==> src/rtl/if_fetch.sv <==
// Instruction fetch unit: assembles 32-bit instructions from a byte-wide memory port.
// Optional direct-mapped instruction cache enabled by defining IF_ICACHE_EN.
module if_fetch #(
    parameter logic [31:0] RST_PC       = 32'h0000_0000,
    parameter int unsigned ICACHE_LINES = 16
) (
    input  logic        clk,
    input  logic        rst,
    output logic        if_mm_req,
    output logic [31:0] if_mm_addr,
    input  logic [7:0]  mm_if_data,
    input  logic        mm_if_ok,
    input  logic        stl_id,
    input  logic        br_en,
    input  logic [31:0] br_pc,
    output logic [31:0] if_pc,
    output logic [31:0] if_is,
    output logic        stl_mm
);

    localparam logic [1:0] IDLE  = 2'd0;
    localparam logic [1:0] FETCH = 2'd1;
    localparam logic [1:0] HOLD  = 2'd2;

    if (ICACHE_LINES < 2 || (ICACHE_LINES & (ICACHE_LINES - 1)) != 0) begin : g_bad_lines
        $error("ICACHE_LINES must be a power of two of at least 2");
    end

    logic [1:0]  state, state_n;
    logic [31:0] pc, pc_n;
    logic [1:0]  cnt, cnt_n;
    logic [31:0] asm_buf, asm_n;
    logic [31:0] if_pc_n, if_is_n;
    logic [31:0] word;
    logic        done;
    logic        fetching;

    assign word = {mm_if_data, asm_buf[23:0]};

`ifdef IF_ICACHE_EN
    localparam int unsigned IDX_W = $clog2(ICACHE_LINES);
    localparam int unsigned TAG_W = 30 - IDX_W;

    logic [ICACHE_LINES-1:0] c_valid;
    logic [TAG_W-1:0]        c_tag  [ICACHE_LINES];
    logic [31:0]             c_word [ICACHE_LINES];
    logic [IDX_W-1:0]        idx;
    logic [TAG_W-1:0]        tag;
    logic                    hit;

    assign idx = pc[IDX_W+1:2];
    assign tag = pc[31:IDX_W+2];
    assign hit = c_valid[idx] && (c_tag[idx] == tag);

    // Valid bits are the only cache state that needs a reset.
    always_ff @(posedge clk or posedge rst) begin
        if (rst) begin
            c_valid <= '0;
        end else if (done) begin
            c_valid[idx] <= 1'b1;
        end
    end

    always_ff @(posedge clk) begin
        if (done) begin
            c_tag[idx]  <= tag;
            c_word[idx] <= word;
        end
    end
`endif

    // Request address runs one byte ahead when a byte lands this cycle, so a
    // back-to-back memory can return a byte every cycle for the previous address.
    assign fetching   = (state == FETCH) && !br_en;
    assign if_mm_req  = fetching;
    assign if_mm_addr = fetching ? (pc + 32'(cnt) + 32'(mm_if_ok)) : 32'h0;
    assign stl_mm     = !((state == HOLD) && !stl_id && !br_en);

    always_comb begin
        state_n = state;
        pc_n    = pc;
        cnt_n   = cnt;
        asm_n   = asm_buf;
        if_pc_n = if_pc;
        if_is_n = if_is;
        done    = 1'b0;
        if (br_en) begin
            state_n = IDLE;
            pc_n    = br_pc & ~32'h3;
            cnt_n   = 2'd0;
            asm_n   = 32'h0;
        end else begin
            case (state)
                IDLE: begin
                    cnt_n = 2'd0;
`ifdef IF_ICACHE_EN
                    if (hit) begin
                        state_n = HOLD;
                        if_is_n = c_word[idx];
                        if_pc_n = pc;
                    end else begin
                        state_n = FETCH;
                    end
`else
                    state_n = FETCH;
`endif
                end
                FETCH: begin
                    if (mm_if_ok) begin
                        asm_n[{cnt, 3'b000} +: 8] = mm_if_data;
                        cnt_n = cnt + 2'd1;
                        if (cnt == 2'd3) begin
                            done    = 1'b1;
                            if_is_n = word;
                            if_pc_n = pc;
                            state_n = HOLD;
                        end
                    end
                end
                HOLD: begin
                    if (!stl_id) begin
                        pc_n    = pc + 32'd4;
                        state_n = FETCH;
                    end
                end
                default: state_n = IDLE;
            endcase
        end
    end

    always_ff @(posedge clk or posedge rst) begin
        if (rst) begin
            state   <= IDLE;
            pc      <= RST_PC;
            cnt     <= 2'd0;
            asm_buf <= 32'h0;
            if_pc   <= 32'h0;
            if_is   <= 32'h0;
        end else begin
            state   <= state_n;
            pc      <= pc_n;
            cnt     <= cnt_n;
            asm_buf <= asm_n;
            if_pc   <= if_pc_n;
            if_is   <= if_is_n;
        end
    end

endmodule

==> config.mk <==
export PLATFORM = sky130hd
export DESIGN_NAME = if_fetch
export DESIGN_NICKNAME = d
export VERILOG_FILES = /design/src/rtl/if_fetch.sv
export SDC_FILE = /design/constraint.sdc
export NUM_CORES = 1
export LEC_CHECK = 0
export CORE_UTILIZATION = 50
export DETAILED_ROUTE_END_ITERATION = 10
export PLACE_DENSITY = 0.8
export SLEW_MARGIN = 15
export SYNTH_ARGS = -nofsm -noshare
export SYNTH_HDL_FRONTEND = slang
export SYNTH_SLANG_ARGS = --single-unit
==> constraint.sdc <==
create_clock -name clk -period 4.86 [get_ports clk]
set_clock_uncertainty 0.2 [all_clocks]
set_input_delay 0.972 -clock clk [delete_from_list [all_inputs] [get_ports clk]]
set_output_delay 0.972 -clock clk [all_outputs]
set_load 0.02 [all_outputs]
==> qor.csv <==
metric,value,unit
outcome,"finished, violations left",
violated checks,design-rule violations,
Starting Density,51.8,%
asr flop ratio synth,100,%
CTS tree,built,
GR peak layer,met2,
layout cells sized above 1,16.4,%
Vias per Instance,5.66,
Nets,760,
Internal,1.97,mW
post-DP HPWL,10.8,mm
register area,3000,um2
grt met2 use,42.1,%
area of the multi-input gates,2750,um2
Net Sw Frac,24.8,%
unrepaired setup endpoints after global routing,no,
mux share of post-synthesis cell area,12.1,%
Max Clk Rate,214,MHz
Layout Cells excl Fill,863,
DRT iter0 DRCs,390,
#FFs+latches synth,120,
1st-pass router iterations,8,
Die H,111,um
met3 Usage GRT,7.60,%
final period utilization,96.3,%
GR Util All Layers,26.7,%
endpoints failing hold,0,
CP max FO,5,
final setup violation count,0,
Yosys top cell area share,50.4,%
total net switching power,649,uW
Commonest cells post-synth,"120 x dfrtp_1, 92 x nand2_1, 63 x mux2_2",
H-tree Lvls,4,
Post-Synthesis Cells,576,
synth unique cells,44,
slew margin rel.,34.7,%
Mean Syn Cell Area,10.4,um2
met1 Use GR,33.7,%
"top cells by area, synth","dfrtp_1 50%, mux2_2 12%, nand2_1 5.8%",
Synth Area in Adders,1.68,%
worst-margin pin slew,0.979,ns
share of total power in the clock network,49.8,%
die area,12400,um2
fillers,843,
area grow syn2layout,35.3,%
Hold WC Path Type,reg -> reg,
Max VDD drop,220,uV
clock slew at reported path FFs,0.05,ns
cell total after placement,831,
Remaining DRCs,26,
combinational family with the most area after synthesis,simple AND/OR/NAND/NOR gates,
"Arr. time, crit path",3.51,ns
PortBufs,138,
Placement Rows,39,
total gr overflow,0,
Simple-Gate Fraction of Synth Area,17.8,%
Core Area,11500,um2
number of global-route vias before repair,4963,
sequential fraction of the synthesis area,50.4,%
max-cap viol count,0,
first-pass GRT wire length,25.8,mm
Post-synth EDFFs,0,
Post-CTS Setup Bufs,0,
top cell type by total area after synthesis,dfrtp_1,
ANT nets after route,0,
Final Max Slew Viols,0,
placement-stage cell area,7440,um2
Root Buffer Master,clkbuf_16,
largest net degree at the start of global routing,71,
combinational share of power,8.6,%
CP Capture Type,primary output,
Hold Worst Slack,0.284,ns
Mapped Area,5960,um2
xor/xnor share of the synthesized area,8.37,%
setup_tns,0,ns
Synth Area in Compound Gates,6.17,%
critical path class,in -> out,
# diodes,0,
antenna violations before repair,0,
final instance area,8060,um2
startpoint class of the critical path,input pin,
Die X-Extent,111,um
Leak Pwr,3.41,nW
Num CTS Buffers,17,
"Core Util, Final",70.0,%
Sequential Power Share,41.6,%
DRT Wirelength,15.5,mm
via count,4884,
ys flop type,dfrtp_1,
pwr dens,325,nW/um2
"count leader, synth",dfrtp_1,
Routability Congestion,0.951,
crit path time final,4.68,ns
CTS Buffer Depth,2,
clock latency on the worst-skew pair,0.42,ns
CP required,3.69,ns
wire per inst,18.0,um
I/O Pins,143,
clk sinks,120,
synth warn,0,
flip-flops by register name, summed over array words and instances (netlist names):
signal	count
if_is	32
if_pc	30
pc	30
asm_buf	24
cnt	2
state	2
metal layers:
layer	vias up	part of all wire [%]
met5	-	0
met4	0	3.8
met3	41	7.8
met2	242	47
met1	2362	41
li1	2239	-
cells in the final DEF (no fill, tap or decap), drive strengths merged, types with 2 or more instances in the layout:
master and count:
a21oi 7, a22o 8, and2 3, and3 2, and4 5, buf 13, bufinv 3, clkbuf 19
clkdlybuf4s50 135, clkinv 2, clkinvlp 6, conb 2, dfrtp 120, dlymetal6s2s 2, ha 8, inv 7
mux2 63, nand2 92, nand2b 3, nand3 15, nand4 17, nor2 40, nor3 13, nor4 13
o21ai 48, or3 3, or3b 2, xnor2 26, xor2 31
metrics by stage:
step | total power, mW | worst slack [ns]
finish | 2.62 | 0.182
global route | 2.71 | 0.00613
CTS | 2.64 | 0.167
detailed placement | 1.33 | 0.196
global placement | 1.32 | 0.216
floorplan | 1.22 | 0.502
final timing paths:
path,slack (ns),cells past startpoint,endpoint,from
setup / recovery,0.18,10,if_mm_addr[22],mm_if_ok
hold / removal,0.28,2,asm_buf[10]$_DFFE_PP0P_,asm_buf[10]$_DFFE_PP0P_
setup reg to reg,1.71,5,if_pc[18]$_DFFE_PP0P_,state[1]$_DFFE_PP0P_
hold reg to reg,0.28,2,asm_buf[10]$_DFFE_PP0P_,asm_buf[10]$_DFFE_PP0P_
max in group asynchronous,2.71,3,cnt[0]$_DFFE_PP0P_,rst
min in group asynchronous,0.86,2,asm_buf[3]$_DFFE_PP0P_,rst
critical path, cell delays in order:
cell and delay (ns):
clkdlybuf4s50_1 0.53, ha_1 0.16, ha_1 0.27, nand4_1 0.21, nor3_1 0.22, buf_4 0.18, nand2_1 0.07, xor2_1 0.17
nor2_1 0.10, clkdlybuf4s50_1 0.62
power by group through the flow:
stage	clock network (mW)	logic, mW	registers, mW
finish	1.31	0.225	1.09
global route	1.37	0.246	1.10
CTS	1.32	0.226	1.09
detailed placement	0	0.224	1.11
global placement	0	0.218	1.10
floorplan	0	0.144	1.08
kinds of logic (layout without fill, tap and decap cells):
kind of cell,after synthesis,in the layout
compound gates,66,66
xor+xnor,57,57
fa+ha+maj,8,8
buf+inv,44,187
flops,120,120
mux,64,64
other cells,1,2
simple gates,216,216
area by class of cell:
| class | count | share of cell area [%] |
|---|---|---|
| well taps | 143 | 2.22 |
| repair buffers | 150 | 18.4 |
| clock inverters | 13 | 2.11 |
| multi-input cells | 413 | 34.2 |
| inverters | 5 | 0.264 |
| clock buffers | 19 | 5.62 |
| flip-flops and latches | 120 | 37.2 |
what timing repair did:
action                                  in CTS  in global routing
hold buffers                                 0                  0
endpoints found under the setup margin       0                  2
gates resized for setup                      0                  2
endpoints found under the hold margin        0                  0
Note: power is estimated with default switching activity, not from simulation.
